==> src/rtl/session_tx_framer.sv <==
// session_tx_framer
// Takes control and audio words from the session layer and sends them to the
// link as checksummed byte frames: 7E, dst, src, type, payload..., checksum.
// Audio words are buffered in a FIFO. One pending control word is held
// separately and takes priority at the next frame boundary.
module session_tx_framer #(
  parameter int         FIFO_DEPTH  = 8,
  parameter int         AUDIO_WORDS = 4,
  parameter logic [7:0] SRC_ADDR    = 8'h00
) (
  input  logic        clk,
  input  logic        reset,
  input  logic [1:0]  cmd,
  input  logic [15:0] dataIn,
  input  logic [7:0]  dstPhone,
  output logic        transportBusy,
  output logic [7:0]  txData,
  output logic        txValid,
  input  logic        txReady,
  output logic        txSof,
  output logic        txEof,
  output logic [7:0]  dropCount
);

  localparam int PW = (FIFO_DEPTH > 1) ? $clog2(FIFO_DEPTH) : 1;
  localparam int CW = PW + 1;
  localparam int WW = (AUDIO_WORDS > 1) ? $clog2(AUDIO_WORDS) : 1;

  localparam logic [CW-1:0] FULL_COUNT  = CW'(FIFO_DEPTH);
  localparam logic [CW-1:0] FRAME_COUNT = CW'(AUDIO_WORDS);
  localparam logic [WW-1:0] LAST_WORD   = WW'(AUDIO_WORDS - 1);

  localparam logic [1:0] CMD_CTRL   = 2'b01;
  localparam logic [1:0] CMD_AUDIO  = 2'b10;
  localparam logic [7:0] SYNC_BYTE  = 8'h7E;
  localparam logic [7:0] TYPE_CTRL  = 8'h01;
  localparam logic [7:0] TYPE_AUDIO = 8'h02;

  typedef enum logic [2:0] {IDLE, SYNC, DST, SRC, TYPE, PHI, PLO, CSUM} frameStateT;

  frameStateT state, nextState;

  logic [15:0]   fifoMem [FIFO_DEPTH];
  logic [PW-1:0] wrPtr, rdPtr, headPtr;
  logic [CW-1:0] fifoCount;
  logic          fifoFull, audioReady;

  logic [15:0]   ctrlReg;
  logic          ctrlPending;

  logic          isCtrl, nextIsCtrl;
  logic [7:0]    frameDst, nextFrameDst;
  logic [WW-1:0] wordIdx, nextWordIdx;
  logic [7:0]    sumAcc, nextSum;
  logic [7:0]    nextData;
  logic          nextValid, nextSof, nextEof;

  logic          accept, pushNow, ctrlNow, dropNow, popNow, clearCtrl, wordIsLast;
  logic [15:0]   payloadWord;

  assign fifoFull      = (fifoCount == FULL_COUNT);
  assign audioReady    = (fifoCount >= FRAME_COUNT);
  assign transportBusy = fifoFull || ctrlPending;

  assign accept     = txValid && txReady;
  assign pushNow    = (cmd == CMD_AUDIO) && !transportBusy;
  assign ctrlNow    = (cmd == CMD_CTRL) && !transportBusy;
  assign dropNow    = ((cmd == CMD_AUDIO) || (cmd == CMD_CTRL)) && transportBusy;
  assign popNow     = (state == PLO) && accept && !isCtrl;
  assign clearCtrl  = (state == CSUM) && accept && isCtrl;
  assign wordIsLast = isCtrl || (wordIdx == LAST_WORD);

  // When the current word is being popped, the next high byte comes from the following entry.
  assign headPtr     = popNow ? (rdPtr + PW'(1)) : rdPtr;
  assign payloadWord = isCtrl ? ctrlReg : fifoMem[headPtr];

  // FIFO pointers and occupancy; a push and a pop on the same edge cancel in the count.
  always_ff @(posedge clk) begin
    if (reset) begin
      wrPtr     <= '0;
      rdPtr     <= '0;
      fifoCount <= '0;
    end else begin
      if (pushNow) wrPtr <= wrPtr + PW'(1);
      if (popNow)  rdPtr <= rdPtr + PW'(1);
      if (pushNow && !popNow)      fifoCount <= fifoCount + CW'(1);
      else if (popNow && !pushNow) fifoCount <= fifoCount - CW'(1);
    end
  end

  // Audio storage; only entries between the read and write pointers are ever read.
  always_ff @(posedge clk) begin
    if (pushNow) fifoMem[wrPtr] <= dataIn;
  end

  // Pending control word, released when its checksum byte is accepted, plus the drop counter.
  always_ff @(posedge clk) begin
    if (reset) begin
      ctrlReg     <= '0;
      ctrlPending <= 1'b0;
      dropCount   <= '0;
    end else begin
      if (ctrlNow) begin
        ctrlReg     <= dataIn;
        ctrlPending <= 1'b1;
      end else if (clearCtrl) begin
        ctrlPending <= 1'b0;
      end
      if (dropNow && (dropCount != 8'hFF)) dropCount <= dropCount + 8'd1;
    end
  end

  // Frame state plus the registered link outputs.
  always_ff @(posedge clk) begin
    if (reset) begin
      state    <= IDLE;
      isCtrl   <= 1'b0;
      frameDst <= '0;
      wordIdx  <= '0;
      sumAcc   <= '0;
      txData   <= '0;
      txValid  <= 1'b0;
      txSof    <= 1'b0;
      txEof    <= 1'b0;
    end else begin
      state    <= nextState;
      isCtrl   <= nextIsCtrl;
      frameDst <= nextFrameDst;
      wordIdx  <= nextWordIdx;
      sumAcc   <= nextSum;
      txData   <= nextData;
      txValid  <= nextValid;
      txSof    <= nextSof;
      txEof    <= nextEof;
    end
  end

  // Next byte selection: a byte is loaded when the current one is accepted or a frame starts.
  always_comb begin
    nextState    = state;
    nextIsCtrl   = isCtrl;
    nextFrameDst = frameDst;
    nextWordIdx  = wordIdx;
    nextSum      = sumAcc;
    nextData     = txData;
    nextValid    = txValid;
    nextSof      = txSof;
    nextEof      = txEof;
    unique case (state)
      IDLE: begin
        nextValid = 1'b0;
        nextSof   = 1'b0;
        nextEof   = 1'b0;
        if (ctrlPending || audioReady) begin
          nextState    = SYNC;
          nextIsCtrl   = ctrlPending;
          nextFrameDst = ctrlPending ? ctrlReg[15:8] : dstPhone;
          nextWordIdx  = '0;
          nextSum      = '0;
          nextData     = SYNC_BYTE;
          nextValid    = 1'b1;
          nextSof      = 1'b1;
        end
      end
      default: begin
        if (accept) begin
          nextSof = 1'b0;
          nextEof = 1'b0;
          case (state)
            SYNC: begin
              nextState = DST;
              nextData  = frameDst;
              nextSum   = sumAcc + frameDst;
            end
            DST: begin
              nextState = SRC;
              nextData  = SRC_ADDR;
              nextSum   = sumAcc + SRC_ADDR;
            end
            SRC: begin
              nextState = TYPE;
              nextData  = isCtrl ? TYPE_CTRL : TYPE_AUDIO;
              nextSum   = sumAcc + (isCtrl ? TYPE_CTRL : TYPE_AUDIO);
            end
            TYPE: begin
              nextState = PHI;
              nextData  = payloadWord[15:8];
              nextSum   = sumAcc + payloadWord[15:8];
            end
            PHI: begin
              nextState = PLO;
              nextData  = payloadWord[7:0];
              nextSum   = sumAcc + payloadWord[7:0];
            end
            PLO: begin
              if (wordIsLast) begin
                nextState = CSUM;
                nextData  = 8'h00 - sumAcc;
                nextEof   = 1'b1;
              end else begin
                nextState   = PHI;
                nextWordIdx = wordIdx + WW'(1);
                nextData    = payloadWord[15:8];
                nextSum     = sumAcc + payloadWord[15:8];
              end
            end
            CSUM: begin
              nextState = IDLE;
              nextData  = 8'h00;
              nextValid = 1'b0;
            end
            default: ;
          endcase
        end
      end
    endcase
  end

endmodule

==> config.mk <==
export PLATFORM = sky130hd
export DESIGN_NAME = session_tx_framer
export DESIGN_NICKNAME = d
export VERILOG_FILES = /design/src/rtl/session_tx_framer.sv
export SDC_FILE = /design/constraint.sdc
export NUM_CORES = 1
export LEC_CHECK = 0
export BUFFER_PORTS_ARGS = -buffer_cell sky130_fd_sc_hd__buf_2
export CAP_MARGIN = 20
export CORE_MARGIN = 2
export CORE_UTILIZATION = 54
export DETAILED_ROUTE_END_ITERATION = 8
export PLACE_DENSITY = 0.75
export SLEW_MARGIN = 20
export SYNTH_ARGS = -nofsm -noshare
export SYNTH_HDL_FRONTEND = slang
export SYNTH_SLANG_ARGS = --single-unit
==> constraint.sdc <==
create_clock -name clk -period 6.3 [get_ports clk]
set_input_delay 1.26 -clock clk [delete_from_list [all_inputs] [get_ports clk]]
set_output_delay 1.26 -clock clk [all_outputs]
set_load 0.02 [all_outputs]
---- Word-level counts from Yosys, hierarchy flattened ----
Memory sizes are Yosys's and may differ from the RTL's.
Cells that the tools add are included.
word-level totals
  bits in registers ....................... 68
  bits in latches ......................... 0
  RAM bits ................................ 128
  bits in read-only memories .............. 0
  input bits .............................. 29
  output and inout bits ................... 20
  memories kept ........................... 1
memories
  name     depth  bits a word  rd ports  clocked after memory_dff  write ports  RTL line  RTL
  fifoMem  8      16           1         0                         1            43        logic [15:0] fifoMem [FIFO_DEPTH];
cells by class
  add/sub/neg operators ................... 11
  $mul .................................... 0
  divide/modulo/power cells ............... 0
  order comparisons ....................... 1
  equality and inequality tests ........... 15
  shift operators ......................... 0
  mux-type cells .......................... 38
  bitwise operators ....................... 0
  reduce and logical (&&, ||, !) cells .... 36
operator list
  operator                                                               number
  8-bit two-way mux                                                      9
  8-bit case mux with 6 select lines                                     1
  8-bit case mux with 5 select lines                                     1
  8-bit adder                                                            3
  3-bit case mux with 7 select lines                                     1
  16-bit two-way mux                                                     1
  2-bit two-way mux                                                      7
  3-bit equality test, second input constant                             4
  1-bit two-way mux                                                      12
  3-bit two-way mux                                                      4
  1-bit logical AND                                                      11
  2-bit nonzero test                                                     5
  8-bit by 1-bit adder with 8-bit output, second input constant          1
  8-bit by 2-bit adder with 8-bit output                                 1
  4-bit two-way mux                                                      2
  8-bit != test, second input constant                                   1
  4-bit AND reduction                                                    2
  8-bit nonzero test                                                     1
  1-bit by 8-bit subtractor with 8-bit output, first input constant      1
  7-bit nonzero test                                                     1
  3-bit by 1-bit adder with 3-bit output, second input constant          2
  3-bit by 2-bit equality test with 1-bit output, second input constant  2
  3-bit AND reduction                                                    2
  6-bit nonzero test                                                     1
  other kinds (16)                                                       25

---- Longest topological paths before layout ----
An unclocked memory read counts as a cell.
  word-level depth ........................ 11
  depth in mapped cells ................... 24
  gate-level depth less buffers ........... 20

---- Worst setup path before layout ----
Ideal clock, no wire load.
  path kind ............................... input to register
  start ................................... input port txReady
  end ..................................... register sumAcc[7]
  library setup time ...................... 120 ps
  arrival time ............................ 5,130 ps
  data required time ...................... 6,180 ps
  setup slack ............................. 1,051 ps
  stages .................................. 19
  path through ............................ nand2_1 > or3_1 > clkbuf_1 > and2_0 > clkbuf_1 > clkbuf_1 > nand3_1 > a31o_2 > o21a_1 > o31a_1 > ha_1 > a21o_1 > a21oi_1 > o21ai_0 > o41ai_1 > a21o_1 > o31ai_1 > o311a_1 > o31a_1
between the ends
  word-level cells in the longest chain between the ends .. 11
RTL lines
  item                                RTL line  RTL
  start: declaration                  19        input logic txReady,
  1-bit logical AND (*)               65        assign accept = txValid && txReady;
  1-bit logical AND (2 in a row)      69        assign popNow = (state == PLO) && accept && !isCtrl;
  3-bit two-way mux                   --
  memory 8 x 16 bit                   --
  16-bit two-way mux                  75        assign payloadWord = isCtrl ? ctrlReg : fifoMem[headPtr];
  8-bit adder                         188, 204
  8-bit two-way mux                   196       if (wordIsLast) begin
  8-bit case mux with 5 select lines  169       case (state)
  8-bit two-way mux                   166       if (accept) begin
  8-bit two-way mux                   149       unique case (state)
  end signal: assignment              130       sumAcc <= nextSum;
  end: declaration                    54        logic [7:0] sumAcc, nextSum;
Mark *: on every way between the ends. The rest lies on a longest branch, timed or not. The select of a mux whose other input is x is not followed.
A chain may end at the register's enable or synchronous reset.

---- Final worst setup path ----
  start ................................... register state[1]
  end ..................................... register sumAcc[7]
between the ends
  word-level cells in the longest chain between the ends .. 11
RTL lines
  item                                RTL line  RTL
  start: declaration                  41        frameStateT state, nextState;
  start signal: assignment            126       state <= nextState;
  3-bit equality test                 69, 169
  1-bit logical AND (2 in a row)      69
  3-bit two-way mux                   --
  memory 8 x 16 bit                   --
  16-bit two-way mux                  75
  8-bit adder                         188, 204
  8-bit two-way mux                   196
  8-bit case mux with 5 select lines  169
  8-bit two-way mux                   166
  8-bit two-way mux                   149
Parallel ways exist; a longest one is shown, timed or not. The select of a mux whose other input is x is not followed.

==> impl_metrics.yaml <==
run_status:
  status: "complete, no violations"
route:
  via_count: 7173
  drt_pass1_iterations: 5
  totalWireLength_mm: 24.24
  antenna_left: 0
  drtIter0Drc: 726
  route.detailed.drc: 0
  wire_per_inst_um: 21.13
  via_per_inst: 6.254
global_routing:
  grt_usage: 0.2661
  grt.overflow.total: 0
  grt_max_degree: 52
  grt_pass1_vias: 6699
  antenna_found_initial: 0
  grt_pass1_wl_mm: 36.69
synth:
  synthesis.area_um2: 9532
  synth-warning-count: 0
  syn_avg_cell_area_um2: 10.97
  syn_nets: 917
  ys_async_sr_fraction: 0
  ys_seq_area_frac: 0.5461
  synth-seq-cells: 196
  netlist_instances: 869
  synth_cell_type_count: 68
  synth_top_area_cell: "edfxtp_1"
  synthFlopType: "edfxtp_1"
  synth_edf_count: 128
  synth_top_area_frac: 0.4033
  synth_area_leaders: "edfxtp_1, dfxtp_1, mux2i_1, nand2_1, a211oi_1"
sta:
  max-slew-margin-rel: 0.3446
  finalSetupViolCount: 0
  tightest_slew_ps: 979.7
  tns_ps: 0
  rsz0062_at_grt: "false"
  fin_crit_sh: 0.8655
  max_freq_mhz: 183.4
  layout_min_cycle_time_ps: 5453
  drv_slew: 0
  hold_viol: 0
  hold_ws_ps: 451.4
  skew_ps: 15.14
finish:
  layout-drive-gt1-share: 0.1421
  fin_nets: 957
  diodes: 0
  area_delta_synth_final_pct: 11.17
clock_tree:
  cts_buffers: 17
  holdBufCountCts: 0
  cts.sinks: 196
  clk_pin_slew_ps: 70
  root_buffer: "clkbuf_16"
  ctsResizeCount: 0
  cts_tree: "built"
  clock_path_buffers: 2
  clk_latency_ps: 450
  post_cts_buffers: 0
  h-tree-depth: 4
setup_path:
  cp-start-kind: "flip-flop"
  cp_data_arrival_time_ps: 5790
  crit_path_max_incr_delay_ps: 700
  endpoint_kind: "flip-flop"
  crit_path_max_fanout: 15
  worstPathRequired_ps: 6630
  worstSetupPathType: "reg2reg"
  path_cells: "nor4bb_1 -> a21oi_1 -> buf_4 -> a21oi_2 -> buf_4 -> a311oi_1 -> a31o_2 -> o21a_1 -> o31a_1 -> ha_1 -> a21o_1 -> a21oi_1 -> o21ai_0 -> o41ai_1 -> a21o_1 -> o31ai_1 -> o311a_1 -> o31a_1"
  slowest_stage: "dfxtp_1"
floorplan:
  core_um2: 17300
  ios: 49
  chipHeight_um: 136.9
  die_area_um2: 18730
  die-width_um: 136.9
  rows: 48
  start_util: 0.5511
pwr:
  p_per_area_nw_per_um2: 262.3
  irDropWorstVdd_mv: 0.2503
  power.leakage_nw: 3.740
  power_mw: 2.779
placement:
  gp_congestion: 0.9180
  dp_hpwl_mm: 16.56
  placement.io_buffers: 48
min_path:
  holdCritPathClass: "reg2reg"
flow_run:
  maxCapViolCount: 0
-- cell families (layout without fill, tap and decap cells) --
family | Yosys count | after routing | share of synthesized area
AO/OA/AOI/OAI | 200 | 200 | 0.1490
buffers and inverters | 70 | 123 | 0.03045
adder cells (fa/ha/maj) | 19 | 19 | 0.02652
multiplexers | 63 | 63 | 0.08086
AND/OR/NAND/NOR | 298 | 298 | 0.1460
flip-flops | 196 | 196 | 0.5461
XOR/XNOR | 23 | 23 | 0.02113
-- per-layer routing --
layer  global-route usage  vias to the layer above  routed length, um
li1                     -                     3337                  -
met1               0.3527                     3445              10160
met2               0.4308                      321              11470
met3              0.05037                       70               1727
met4               0.1117                        0                872
met5                    0                        -                  0
-- placed cells by master, fill, tap and decap left out, types with 6 or more instances in the layout --
cell type,n
nand2b_1,16
clkbuf_16,18
nand3_1,11
o21ai_0,17
xor2_1,11
o311a_1,6
dfxtp_1,68
buf_2,48
nor2_1,72
inv_1,12
ha_1,17
mux4_2,11
a311oi_1,15
buf_4,29
and3_1,20
nand2_1,119
a31oi_1,6
a211oi_1,36
edfxtp_1,128
nor3_1,19
mux2i_1,50
o21a_1,6
nor2b_1,9
xnor2_1,12
a21oi_1,49
-- power breakdown --
| group | leakage [nW] | switching [mW] | internal, mW | total [mW] |
|---|---|---|---|---|
| registers | 1.71 | 0.0454 | 1.41 | 1.46 |
| clock network | 0.277 | 0.481 | 0.545 | 1.03 |
| logic | 1.75 | 0.184 | 0.111 | 0.296 |
-- flip-flops by register name (all words and copies together), names as in the netlist, 2 cells and up --
name       cells
fifoMem      128
wrPtr          3
state          3
sumAcc         8
rdPtr          3
frameDst       8
dropCount      8
ctrlReg       16
wordIdx        2
txData         8
fifoCount      4
-- final timing paths --
kind | startpoint | to | slack, ps | cells past startpoint
hold / removal | ctrlReg[5] | ctrlReg[5] | 450 | 2
setup / recovery | state[1] | sumAcc[7] | 850 | 18
hold reg to reg | ctrlReg[5] | ctrlReg[5] | 450 | 2
setup reg to reg | state[1] | sumAcc[7] | 850 | 18
-- synthesized netlist by cell type, drive strengths merged (12+ instances only) --
| cell | instances |
|---|---|
| a211oi | 36 |
| a21oi | 50 |
| a311oi | 15 |
| and3 | 20 |
| buf | 22 |
| clkbuf | 34 |
| dfxtp | 68 |
| edfxtp | 128 |
| ha | 17 |
| inv | 12 |
| mux2i | 50 |
| nand2 | 119 |
| nand2b | 16 |
| nor2 | 73 |
| nor3 | 21 |
| o21ai | 19 |
| xnor2 | 12 |
-- critical path, delay by kind of cell (launching register included) --
kind / cells / cell delay [ps]
and+or+nand+nor: 1 / 590
adders and majority gates: 1 / 290
buffers and inverters: 2 / 480
DFF: 1 / 700
AOI/OAI and AO/OA: 14 / 3260
-- stage by stage --
| step | util | worst slack (ps) | instance area, um2 | std cells |
|---|---|---|---|---|
| finish | 0.6126 | 847.2 | 10600 | 1147 |
| global route | 0.6126 | 551.8 | 10600 | 1147 |
| CTS | 0.6126 | 961.0 | 10600 | 1147 |
| detailed placement | 0.5809 | 516.5 | 10050 | 1115 |
| global placement | 0.5809 | 590.6 | 10050 | 1115 |
| floorplan | - | 1051 | 9532 | 869 |
-- layout make-up --
class / count / area, um2
multi-input cells: 603 / 4050
well taps: 225 / 281.5
clock inverters: 10 / 72.57
flip-flops and latches: 196 / 5205
inverters: 14 / 52.55
fillers: 1362 / 6700
clock buffers: 22 / 476.7
repair buffers: 77 / 457.9
Note: power is estimated with default switching activity, not from simulation.
